### src/rtl/touch_pkg.sv
// rtl/touch_pkg.sv - shared encodings for the touch key LED mode controller.
package touch_pkg;

    localparam logic [1:0] MODE_OFF   = 2'd0;
    localparam logic [1:0] MODE_ON    = 2'd1;
    localparam logic [1:0] MODE_BLINK = 2'd2;
    localparam logic [1:0] MODE_FAST  = 2'd3;

    localparam int FAST_DIV = 4;

    typedef enum logic [2:0] {
        IDLE,
        PRESSED,
        HELD,
        GAP,
        DTAP_HOLD
    } touch_state_t;

endpackage

### src/rtl/touch_debounce.sv
// rtl/touch_debounce.sv - two-flop synchroniser and debouncer for the active-low touch key.
module touch_debounce #(
    parameter int DEBOUNCE_CYC = 1_000_000
) (
    input  logic sys_clk,
    input  logic sys_rst,
    input  logic touch_key,
    output logic key_stable,
    output logic key_press,
    output logic key_release
);

    localparam int DW = (DEBOUNCE_CYC > 1) ? $clog2(DEBOUNCE_CYC) : 1;
    localparam logic [DW-1:0] DB_TERM = DW'(DEBOUNCE_CYC - 1);

    logic          sync_1;
    logic          sync_2;
    logic [DW-1:0] db_cnt;

    always_ff @(posedge sys_clk or posedge sys_rst) begin
        if (sys_rst) begin
            sync_1      <= 1'b1;
            sync_2      <= 1'b1;
            key_stable  <= 1'b1;
            db_cnt      <= '0;
            key_press   <= 1'b0;
            key_release <= 1'b0;
        end else begin
            sync_1      <= touch_key;
            sync_2      <= sync_1;
            key_press   <= 1'b0;
            key_release <= 1'b0;
            if (sync_2 != key_stable) begin
                // The edge strobes fire in the same cycle key_stable takes its new value.
                if (db_cnt == DB_TERM) begin
                    key_stable  <= sync_2;
                    db_cnt      <= '0;
                    key_press   <= ~sync_2;
                    key_release <= sync_2;
                end else begin
                    db_cnt <= db_cnt + 1'b1;
                end
            end else begin
                db_cnt <= '0;
            end
        end
    end

endmodule

### src/rtl/touch_led_mode_ctrl.sv
// rtl/touch_led_mode_ctrl.sv - touch gesture classifier driving the LED mode register and blinker.
// Double-tap detection (GAP/DTAP_HOLD, FAST mode) is built only with TOUCH_DTAP_EN defined.
module touch_led_mode_ctrl #(
    parameter int DEBOUNCE_CYC = 1_000_000,
    parameter int LONG_CYC     = 50_000_000,
    parameter int DTAP_GAP     = 15_000_000,
    parameter int BLINK_HALF   = 12_500_000
) (
    input  logic       sys_clk,
    input  logic       sys_rst,
    input  logic       touch_key,
    output logic       led,
    output logic [1:0] led_mode,
    output logic       tap_pulse,
    output logic       long_pulse,
    output logic       dtap_pulse
);

    import touch_pkg::*;

    // PRESSED and GAP never overlap, so one timer measures both the hold and the gap.
    localparam int TMR_MAX = (LONG_CYC > DTAP_GAP) ? LONG_CYC : DTAP_GAP;
    localparam int TW      = $clog2(TMR_MAX);
    localparam logic [TW-1:0] LONG_TERM = TW'(LONG_CYC - 1);

    localparam int BW = $clog2(BLINK_HALF);
    localparam logic [BW-1:0] BLINK_TERM = BW'(BLINK_HALF - 1);
    localparam logic [BW-1:0] FAST_TERM  = BW'(BLINK_HALF / FAST_DIV - 1);

    logic          key_stable;
    logic          key_press;
    logic          key_release;
    touch_state_t  state;
    logic [TW-1:0] tmr;
    logic [1:0]    mode_seen;
    logic [BW-1:0] blink_cnt;

    touch_debounce #(
        .DEBOUNCE_CYC(DEBOUNCE_CYC)
    ) u_debounce (
        .sys_clk    (sys_clk),
        .sys_rst    (sys_rst),
        .touch_key  (touch_key),
        .key_stable (key_stable),
        .key_press  (key_press),
        .key_release(key_release)
    );

`ifdef TOUCH_DTAP_EN
    localparam logic [TW-1:0] GAP_TERM = TW'(DTAP_GAP - 1);
`else
    assign dtap_pulse = 1'b0;
`endif

    always_ff @(posedge sys_clk or posedge sys_rst) begin
        if (sys_rst) begin
            state      <= IDLE;
            tmr        <= '0;
            tap_pulse  <= 1'b0;
            long_pulse <= 1'b0;
`ifdef TOUCH_DTAP_EN
            dtap_pulse <= 1'b0;
`endif
        end else begin
            tap_pulse  <= 1'b0;
            long_pulse <= 1'b0;
`ifdef TOUCH_DTAP_EN
            dtap_pulse <= 1'b0;
`endif
            case (state)
                IDLE: begin
                    if (key_press) begin
                        state <= PRESSED;
                        tmr   <= '0;
                    end
                end
                PRESSED: begin
                    if (key_release) begin
`ifdef TOUCH_DTAP_EN
                        state <= GAP;
                        tmr   <= '0;
`else
                        tap_pulse <= 1'b1;
                        state     <= IDLE;
`endif
                    end else if (tmr == LONG_TERM) begin
                        long_pulse <= 1'b1;
                        state      <= HELD;
                    end else begin
                        tmr <= tmr + 1'b1;
                    end
                end
                HELD: begin
                    if (key_stable) state <= IDLE;
                end
`ifdef TOUCH_DTAP_EN
                GAP: begin
                    // A second press landing on the last gap cycle still counts as a double tap.
                    if (key_press) begin
                        dtap_pulse <= 1'b1;
                        state      <= DTAP_HOLD;
                    end else if (tmr == GAP_TERM) begin
                        tap_pulse <= 1'b1;
                        state     <= IDLE;
                    end else begin
                        tmr <= tmr + 1'b1;
                    end
                end
                DTAP_HOLD: begin
                    if (key_stable) state <= IDLE;
                end
`endif
                default: state <= IDLE;
            endcase
        end
    end

    always_ff @(posedge sys_clk or posedge sys_rst) begin
        if (sys_rst) begin
            led_mode <= MODE_OFF;
        end else if (dtap_pulse) begin
            led_mode <= MODE_FAST;
        end else if (long_pulse) begin
            led_mode <= (led_mode == MODE_BLINK || led_mode == MODE_FAST) ? MODE_ON : MODE_BLINK;
        end else if (tap_pulse) begin
            led_mode <= (led_mode == MODE_OFF) ? MODE_ON : MODE_OFF;
        end
    end

    always_ff @(posedge sys_clk or posedge sys_rst) begin
        if (sys_rst) begin
            mode_seen <= MODE_OFF;
            blink_cnt <= '0;
            led       <= 1'b0;
        end else begin
            mode_seen <= led_mode;
            // A fresh mode always starts its blink phase lit.
            if (led_mode != mode_seen) begin
                blink_cnt <= '0;
                led       <= (led_mode != MODE_OFF);
            end else begin
                case (led_mode)
                    MODE_OFF: led <= 1'b0;
                    MODE_ON:  led <= 1'b1;
                    default: begin
                        if (blink_cnt == ((led_mode == MODE_FAST) ? FAST_TERM : BLINK_TERM)) begin
                            blink_cnt <= '0;
                            led       <= ~led;
                        end else begin
                            blink_cnt <= blink_cnt + 1'b1;
                        end
                    end
                endcase
            end
        end
    end

endmodule

### config.mk
export PLATFORM = sky130hd
export DESIGN_NAME = touch_led_mode_ctrl
export DESIGN_NICKNAME = d
export VERILOG_FILES = /design/src/rtl/touch_pkg.sv /design/src/rtl/touch_debounce.sv /design/src/rtl/touch_led_mode_ctrl.sv
export SDC_FILE = /design/constraint.sdc
export NUM_CORES = 1
export LEC_CHECK = 0
export CORE_AREA = 5 5 90 92
export CTS_CLUSTER_SIZE = 25
export DETAILED_ROUTE_END_ITERATION = 7
export DIE_AREA = 0 0 95 97
export PLACE_DENSITY = 0.89
export SYNTH_ARGS = -nofsm -noshare
export SYNTH_HDL_FRONTEND = slang
export SYNTH_SLANG_ARGS = --single-unit
### constraint.sdc
create_clock -name sys_clk -period 6.3 [get_ports sys_clk]
set_clock_uncertainty 0.2 [all_clocks]
set_input_delay 0.63 -clock sys_clk [delete_from_list [all_inputs] [get_ports sys_clk]]
set_output_delay 0.63 -clock sys_clk [all_outputs]
set_load 0.005 [all_outputs]
==> metrics, run 1 <==
vias in the first global route=3650; fin crit period=2720 ps; Avg Cell Area, Syn=9.344 um2; first-pass GRT wire length=16340 um; CP required=6380 ps; Post-synth EDFFs=0; Mapped Cells=479; critical path fanouts, max=11; DRC=0; Peak VDD IR=0.1309 mV; # port buffers=7; CP Class=flop to flop; Synth area leader=dfrtp_1; CP most frequent cell=nand3_1; maxcap violations=0; hold slack=161.0 ps; CTS Sinks=84; gr ovfl total=0; gr usage total=21.83%; Async SR Flop Fraction=100.0%; clock latency at the later pin of the worst-skew pair=360 ps; Num CTS Buffers=9; CTS root buffer=clkbuf_8; Vias per Instance=6.374; Slew Viols, Final=0; Peak Freq=367.6 MHz; clk buf depth=2; largest net degree at the start of global routing=85; DR vias=3716; most frequent cells in the layout=dfrtp_1, nand2_1, nor2_1; Design Power=1.018 mW; yosys warns=0; Distinct cells, synth=58; nets@finish=485; DPL Wire Length=6279 um; post-synth top area share=45.29%; placer congestion estimate=0.8897; CP max stage cell=nor3_1; Final Hold Fails=0; final setup margin=3580 ps; Fillers=573; initial core utilization=62.71%; DIE HEIGHT=97 um; syn_nets=485; sequential share of power=53.4%; Antenna diodes=0; final WL=9228 um; most frequently used flop master after synthesis=dfrtp_1; Netlist Area Pre-Place=0.004476 mm2; Worst Path Buf+Inv=0; crit path capture type=flop; WL per Instance=15.83 um; CTS Hold Buffers Added=0; crit path cell chain=ha_1 -> nand3_1 -> nor3_1 -> nand3_1 -> o31a_1 -> a31oi_1; CTS tree=yes; crit path DAT=2800 ps; dpl cells=567; Multi-input gate area=0.002230 mm2; Crit path max-delay family=simple AND/OR/NAND/NOR gates; min-delay worst type=flop to flop; DP Worst Slack=3609 ps; initial antenna violation count=0; TritonRoute pass-1 iters=5; PD cells=210.8 mW/mm2; Synth area leaders=dfrtp_1, nand3_1, nand2_1, nor2_1, o21ai_0; Leak Pwr=1.971 nW; Seq. cell area=0.002106 mm2; worst slew pin tran=1177 ps; fin cells=583; FF+latch count, synth=84; die area=0.009215 mm2; layout cell share with drive strength beyond 1=7.231%; area delta synth->final=7.884%; CP Launch Type=flop; Post CTS Setup Buffer Count=0; antenna-violating nets left=0; Setup violations, final=0; fin crit share=43.18%; Clock power frac=44.9%; Max H-tree Level=3; Max-slew headroom=20.93%; Post-Route Setup TNS=0 ps; # rows=31; DIE WIDTH=95 um; CTS clk-pin slew, worst paths=80 ps; Post-CTS Resized=0; sw frac=19.64%; logic gate share of total power=1.7%; I/O pin total=9; status=completed; P_int=817.8 uW; Net Switching=199.9 uW; core area=0.007137 mm2; initial DRC count=271; leading cell type in the layout, fill and taps excluded=dfrtp_1; post-synthesis sequential area ratio=47.05%; Worst path max stage delay=910 ps; RSZ-0062 raised after global routing=false
[cells by family after synthesis]
group | count (synthesis) | synth area share, %
AO/OA/AOI/OAI | 110 | 17.22
XOR/XNOR | 21 | 4.110
adder cells (fa/ha/maj) | 3 | 0.8388
buffers and inverters | 31 | 3.131
flip-flops | 84 | 47.05
multiplexers | 6 | 1.398
other | 1 | 0.08379
AND/OR/NAND/NOR | 223 | 26.17
[per-stage QoR]
| step | instance area [um2] | util (%) |
|---|---|---|
| 5_1_grt | 4828 | 67.65 |
| 3_5_place_dp | 4587 | 64.27 |
| 2_1_floorplan | 4476 | - |
| 6_report | 4828 | 67.65 |
| 3_3_place_gp | 4587 | 64.27 |
| 4_1_cts | 4828 | 67.65 |
[power groups by stage]
stage | logic [mW] | registers [mW] | clock network, mW
after floorplan | 0.0125 | 0.554 | 0
after global placement | 0.0170 | 0.554 | 0
after detailed placement | 0.0177 | 0.554 | 0
after CTS | 0.0177 | 0.543 | 0.469
after global routing | 0.0202 | 0.544 | 0.493
final | 0.0168 | 0.543 | 0.457
[worst reg2reg max path: stages (launching register included)]
cell	delay, ps
dfrtp_1	420
ha_1	230
nand3_1	140
nor3_1	910
nand3_1	280
o31a_1	340
a31oi_1	130
[cell usage after synthesis, types with 2 or more instances]
cell type	n
mux2i_1	4
ha_1	3
inv_1	10
or3_1	7
o311ai_0	5
or2_2	2
a22o_1	9
nand3b_1	3
nor4_1	7
a32o_1	3
nor2_1	41
dfstp_2	3
dfrtp_1	81
and3_1	7
buf_2	4
a21o_1	18
nand4b_1	2
nand2_1	49
and2_1	9
buf_1	2
o21ai_0	29
o211ai_1	2
nand3_1	40
nand2b_1	5
xor2_1	12
xnor2_1	9
a31oi_1	19
and4_1	2
a21oi_1	12
clkbuf_1	10
nand4_1	22
o31ai_1	2
buf_4	3
nor3_1	13
nor4bb_1	3
nor3b_1	2
mux2_2	2
nor4b_1	2
a21bo_2	2
[routing by layer]
| layer | share of wire [%] | GRT usage [%] |
|---|---|---|
| met5 | 0 | 0 |
| met4 | 1.7 | 8.990 |
| met3 | 5.5 | 5.974 |
| met2 | 49 | 34.71 |
| met1 | 44 | 27.86 |
[final timing paths]
kind,to,depth (start not counted),from,slack (ps)
setup / recovery,tmr[24]$_DFFE_PP0P_,6,tmr[0]$_DFFE_PP0P_,3580
hold / removal,u_debounce.sync_2$_DFF_PP1_,0,u_debounce.sync_1$_DFF_PP1_,160
setup reg to reg,tmr[24]$_DFFE_PP0P_,6,tmr[0]$_DFFE_PP0P_,3580
hold reg to reg,u_debounce.sync_2$_DFF_PP1_,0,u_debounce.sync_1$_DFF_PP1_,160
max in group asynchronous,tmr[20]$_DFFE_PP0P_,3,sys_rst,4510
min in group asynchronous,u_debounce.db_cnt[3]$_DFF_PP0_,3,sys_rst,710
[registers in the layout, indices dropped and copies added (netlist names)]
register / cells
tmr: 26
blink_cnt: 24
u_debounce.db_cnt: 20
led_mode: 2
mode_seen: 2
state: 2
led: 1
long_pulse: 1
tap_pulse: 1
u_debounce.key_press: 1
u_debounce.key_release: 1
u_debounce.key_stable: 1
u_debounce.sync_1: 1
u_debounce.sync_2: 1
[area by class of cell]
class / count / share of cell area, %
flip-flops and latches: 84 / 43.61
clock inverters: 5 / 2.073
multi-input cells: 364 / 46.18
inverters: 11 / 0.8811
well taps: 99 / 2.565
clock buffers: 11 / 2.928
repair buffers: 9 / 1.762
(Power assumes the default switching activity.)
==> inputs of run 2 (changes only) <==
- CORE_AREA: 5 5 90 92 -> 5 5 96 98
- DIE_AREA: 0 0 95 97 -> 0 0 101 103
- PLACE_DENSITY: 0.89 -> 0.83
- clock period: 6.3 -> 2.34 ns (I/O delays scaled with it)
==> run 2 against run 1 <==
Net effect: worst setup slack lost 3500 ps; sequential cell count unchanged; wire length grew 10%; global-route usage fell by 1.2 points; critical path depth unchanged; worst hold slack got worse by 85 ps; die area is 13% higher; combinational power increased to 3.1 times the previous value; first-iteration DRC count shrank 34%; critical path type unchanged; largest cell class unchanged; largest power group unchanged.
==> metrics, run 2 (synthesis gave the netlist of run 1 again) <==
Max-slew headroom=56.93% (+36 points); CP Launch Type=flop; Worst path max stage delay=560 ps (-350 ps); largest net degree at the start of global routing=42 (-51%); Seq. cell area=0.002108 mm2 (+0.12%); Fillers=636 (+11%); Peak VDD IR=0.3396 mV (+160%); CTS Sinks=84 (unchanged); final core utilization=62.66% (-5.0 points); Slew Viols, Final=0 (unchanged); clk buf depth=2 (unchanged); Crit path max-delay family=compound AO/OA/AOI/OAI gates; maxcap violations=0 (unchanged); initial antenna violation count=0 (unchanged); gr usage total=20.61% (-1.2 points); Final Hold Fails=0 (unchanged); core area=0.008381 mm2 (+17%); DIE HEIGHT=103 um (+6.2%); DIE WIDTH=101 um (+6.3%); Reg with most FFs=tmr; vias in the first global route=3760 (+3.0%); CTS clk-pin slew, worst paths=90 ps (about the same); register-to-register setup slack=30 ps (-3540 ps); Setup violations, final=0 (unchanged); Hold Crit Start=touch_key; initial core utilization=53.40% (-9.3 points); Num CTS Buffers=9 (unchanged); cell area after layout=0.005251 mm2 (+8.8%); Worst Path Buf+Inv=1 (+1); fin cells=634 (+8.7%); leading cell type in the layout, fill and taps excluded=dfrtp_1; gr ovfl total=0 (unchanged); top flop regs=tmr x26, blink_cnt x24, u_debounce.db_cnt x20; DRC=0 (unchanged); # port buffers=7 (unchanged); Multi-input gate area=0.002291 mm2 (+2.7%); Leak Pwr=2.201 nW (+12%); layout cell share with drive strength beyond 1=15.59% (+8.4 points); Antenna diodes=0 (unchanged); CP max stage cell=or4b_4; antenna-violating nets left=0 (unchanged); Max H-tree Level=3 (unchanged); most frequent cells in the layout=dfrtp_1, nand2_1, nor2_1; die area=0.01040 mm2 (+13%); crit path capture type=flop; placer congestion estimate=0.8569 (-3.7%); CP Class=flop to flop; Post-Route Setup TNS=0 ps (unchanged); CTS tree=yes; RSZ-0062 raised after global routing=true; sequential share of power=55.8% (+2.4 points); Peak Freq=433.8 MHz (+18%); min-delay worst type=input port to flop; Clock power frac=42.2% (-2.7 points); TritonRoute pass-1 iters=6 (+1); CP required=2400 ps (-3980 ps); final WL=10170 um (+10%); DPL Wire Length=6825 um (+8.7%); CTS root buffer=clkbuf_8; nets@finish=527 (+8.7%); dpl cells=610 (+7.6%); Reg2Reg Depth=6 (unchanged); Worst Hold Depth=1 (+1); P_int=2.033 mW (+150%); Largest register FFs=26 (unchanged); r2r startpoint=blink_cnt[7]$_DFFE_PP0P_; fin crit share=98.51% (+55 points); fin crit period=2305 ps (-415.4 ps); crit path cell chain=or4b_4 -> o41ai_4 -> a31oi_4 -> buf_12 -> a21o_1 -> a22o_1; WHS Endpoint=u_debounce.sync_1$_DFF_PP1_; critical path fanouts, max=20 (+9); PD cells=499.4 mW/mm2 (+140%); Net Switching=589.9 uW (+200%); sw frac=22.50% (+2.9 points); first-pass GRT wire length=17240 um (+5.5%); Vias per Instance=6.159 (-3.4%); crit path DAT=2360 ps (-440 ps); status=completed; Cell Area, Placed=0.004893 mm2 (+6.7%); clock latency at the later pin of the worst-skew pair=360 ps (about the same); Worst R2R End=blink_cnt[21]$_DFFE_PP0P_; area delta synth->final=17.33%; logic gate share of total power=2.0% (+0.3 points); DR vias=3905 (+5.1%); # rows=34 (+9.7%); I/O pin total=9 (unchanged); WL per Instance=16.03 um (+1.3%); initial DRC count=178 (-34%); worst slew pin tran=644.7 ps (-532.3 ps)
-- run 2: cell types whose count changed in the layout (fill, tap and decap cells not counted), moves of 2 or more --
cell	delta
dfrtp_1	-2
dfrtp_2	+2
buf_6	+4
clkinv_2	-3
buf_4	+33
bufinv_16	-2
buf_12	+4
a21oi_4	+2
clkinv_4	+2
-- run 2: final cells by class --
class / instances / area share, %
Tap cell: 108 / 2.573
Multi-Input combinational cell: 365 / 43.63
Sequential cell: 84 / 40.15
Inverter: 11 / 0.9054
Timing Repair Buffer: 50 / 8.721
Clock inverter: 4 / 1.072
Clock buffer: 12 / 2.954
-- run 2: power by group through the flow --
stage,Combinational [mW],Clock [mW],Sequential [mW]
floorplan,0.0340,0,1.49
global placement,0.0538,0,1.49
detailed placement,0.0554,0,1.49
CTS,0.0558,1.12,1.46
global route,0.0624,1.19,1.46
finish,0.0529,1.11,1.46
-- run 2: repair_timing --
action	in CTS	in global routing
endpoints found under the setup margin	15	40
pin swaps	3	2
resized for setup	2	13
hold buffers	0	0
cloned	1	0
buffers inserted	2	5
-- run 2: worst max path at each step --
stage,start,end,cells past startpoint
floorplan,blink_cnt[7]$_DFFE_PP0P_,blink_cnt[3]$_DFFE_PP0P_,6
CTS,tmr[1]$_DFFE_PP0P_,tmr[21]$_DFFE_PP0P_,8
finish,blink_cnt[7]$_DFFE_PP0P_,blink_cnt[21]$_DFFE_PP0P_,6
detailed placement,tmr[9]$_DFFE_PP0P_,tmr[17]$_DFFE_PP0P_,5
global placement,tmr[9]$_DFFE_PP0P_,tmr[17]$_DFFE_PP0P_,5
global route,tmr[19]$_DFFE_PP0P_,tmr[24]$_DFFE_PP0P_,7
-- run 2: metal layers --
layer	vias up	track usage (%)	wire length, um
li1	1850	-	-
met1	1902	26.75	4473
met2	129	33.87	4924
met3	24	4.330	542
met4	0	8.282	227
met5	-	0	0
-- run 2: stage by stage --
step / hold slack (ps) / total power [mW] / worst slack, ps
6_report: 76.09 / 2.622 / 34.94
5_1_grt: 61.00 / 2.719 / -54.98
4_1_cts: 68.74 / 2.638 / 10.32
3_5_place_dp: 147.0 / 1.547 / -59.53
3_3_place_gp: 148.1 / 1.545 / 16.73
2_1_floorplan: 38.48 / 1.525 / 56.03
==> inputs of run 3 (changes only) <==
- CORE_AREA: 5 5 96 98 -> 5 5 94 96
- CTS_BUF_LIST: not set -> sky130_fd_sc_hd__clkbuf_4
- DIE_AREA: 0 0 101 103 -> 0 0 99 101
- PLACE_DENSITY: 0.83 -> 0.86
==> run 3 against run 2 <==
Net effect: the run now ends with setup timing left; sequential share of layout area is 0.91 points lower; via count grew 5.2%; worst setup slack got worse by 190 ps; die area down 3.9%; utilization up 4.7 points; critical path type unchanged; largest power group unchanged.
==> metrics, run 3 (synthesis gave the netlist of run 1 again) <==
status=finished with violations; failing checks=setup timing; maxcap violations=0 (unchanged); crit path DAT=2650 ps (+290 ps); clock latency at the later pin of the worst-skew pair=450 ps (+90 ps); Seq. cell area=0.002107 mm2 (about the same); first-pass GRT wire length=17600 um (+2.0%); final WL=11450 um (+13%); die area=0.009999 mm2 (-3.9%); CTS root buffer=clkbuf_4; final setup margin=-156.2 ps (-191.2 ps); most frequent cells in the layout=dfrtp_1, buf_4, nand2_1; worst slew pin tran=545.6 ps (-99.15 ps); Antenna diodes=0 (unchanged); DRC=0 (unchanged); I/O pin total=9 (unchanged); Largest register FFs=26 (unchanged); CP Launch Type=flop; antenna-violating nets left=0 (unchanged); crit path capture type=flop; RSZ-0062 raised after global routing=true; PD cells=445.9 mW/mm2 (-11%); min-delay worst type=flop to flop; CP required=2490 ps (+90 ps); Peak VDD IR=0.2992 mV (-12%); Vias per Instance=6.341 (+3.0%); initial core utilization=56.16% (+2.8 points); Final Hold Fails=0 (unchanged); Num CTS Buffers=9 (unchanged); Max-slew headroom=63.49% (+6.6 points); DR vias=4109 (+5.2%); CTS Sinks=84 (unchanged); layout cell share with drive strength beyond 1=19.89% (+4.3 points); DIE HEIGHT=101 um (-1.9%); fin crit share=106.7% (+8.2 points); gr ovfl total=0 (unchanged); placer congestion estimate=0.8799 (+2.7%); Slew Viols, Final=0 (unchanged); Worst path max stage delay=500 ps (-60 ps); DPL Wire Length=7039 um (+3.1%); WL per Instance=17.67 um (+10%); leading cell type in the layout, fill and taps excluded=dfrtp_1; CP Class=flop to flop; critical path fanouts, max=6 (-70%); area delta synth->final=19.99%; largest net degree at the start of global routing=34 (-19%); gr usage total=21.67% (+1.1 points); core area=0.007969 mm2 (-4.9%); final core utilization=67.39% (+4.7 points); Peak Freq=400.6 MHz (-7.7%); CTS tree=yes; initial DRC count=222 (+25%); # port buffers=7 (unchanged); vias in the first global route=3845 (+2.3%); initial antenna violation count=0 (unchanged); Fillers=585 (-8.0%); DIE WIDTH=99 um (-2.0%); TritonRoute pass-1 iters=6 (unchanged); crit path cell chain=buf_4 -> nor4b_1 -> a211o_1 -> a31oi_4 -> a21o_1 -> a22o_1; Multi-input gate area=0.002395 mm2 (+4.5%); nets@finish=544 (+3.2%); Reg with most FFs=tmr; Design Power=2.395 mW (-8.7%); Leak Pwr=2.272 nW (+3.2%); top flop regs=tmr x26, blink_cnt x24, u_debounce.db_cnt x20; Max H-tree Level=3 (unchanged); CP max stage cell=nor4b_1; fin crit period=2496 ps (+191.2 ps); # rows=33 (-2.9%); clk buf depth=2 (unchanged); CTS clk-pin slew, worst paths=140 ps (+50 ps); Setup violations, final=19 (+19)
==> run 3: cell types whose count changed in the layout (fill, tap and decap cells not counted), moves of 3 or more <==
cell	change
buf_4	+14
o311ai_0	-3
clkbuf_8	-11
nand3_2	+4
clkbuf_4	+10
a21oi_1	-3
nand3_1	-4
a21oi_2	+3
==> run 3: area by class of cell <==
type,instances,share of cell area (%)
clock inverters,6,1.212
inverters,11,0.8388
multi-input cells,368,44.59
clock buffers,10,1.398
repair buffers,64,10.27
flip-flops and latches,84,39.24
well taps,105,2.446
==> run 3: final timing paths <==
check                                                  from                           to  slack (ps)  cells past startpoint
worst min register to register  u_debounce.sync_1$_DFF_PP1_  u_debounce.sync_2$_DFF_PP1_         170                      0
worst min-delay path            u_debounce.sync_1$_DFF_PP1_  u_debounce.sync_2$_DFF_PP1_         170                      0
worst max register to register    blink_cnt[23]$_DFFE_PP0P_    blink_cnt[19]$_DFFE_PP0P_        -160                      6
worst max-delay path              blink_cnt[23]$_DFFE_PP0P_    blink_cnt[19]$_DFFE_PP0P_        -160                      6
max in group asynchronous                           sys_rst          tmr[19]$_DFFE_PP0P_         880                      4
min in group asynchronous                           sys_rst         state[0]$_DFFE_PP0P_         510                      3
==> run 3: what timing repair did <==
item	in CTS	in global routing
gates resized for setup	5	25
setup endpoints to repair	34	50
hold buffers	2	0
endpoints found under the hold margin	18	0
pin swaps	4	17
setup buffers	0	5
gates cloned	2	2
==> run 3: power breakdown <==
group          internal [mW]  leakage [nW]  switching (mW)
Sequential              1.46          1.16         0.00518
Clock                  0.340        0.0784           0.533
Combinational         0.0181          1.03          0.0390
==> run 3: routing by layer <==
layer | up-vias | track usage (%) | wire length, um
met3 | 45 | 6.021 | 781
met2 | 197 | 35.43 | 5678
met1 | 1968 | 27.18 | 4643
met4 | 0 | 8.929 | 350
met5 | - | 0 | 0
li1 | 1899 | - | -
==> run 3: per-stage QoR <==
stage	hold slack (ps)	area, um2	setup slack [ps]	instances	TNS [ps]
finish	165.9	5370	-156.2	648	-1311
global route	173.5	5370	-215.8	648	-2457
CTS	166.6	5200	-19.42	641	-19.42
detailed placement	147.5	4995	-115.7	621	-1489
global placement	147.3	4995	-40.00	621	-104.3
floorplan	38.48	4479	56.03	479	0
==> run 3: worst max-delay path: cells and delay by family, from the launching register on <==
kind                   cells  cell delay (ps)
AOI/OAI and AO/OA          4             1140
DFF                        1              410
and+or+nand+nor            1              500
buffers and inverters      1              150
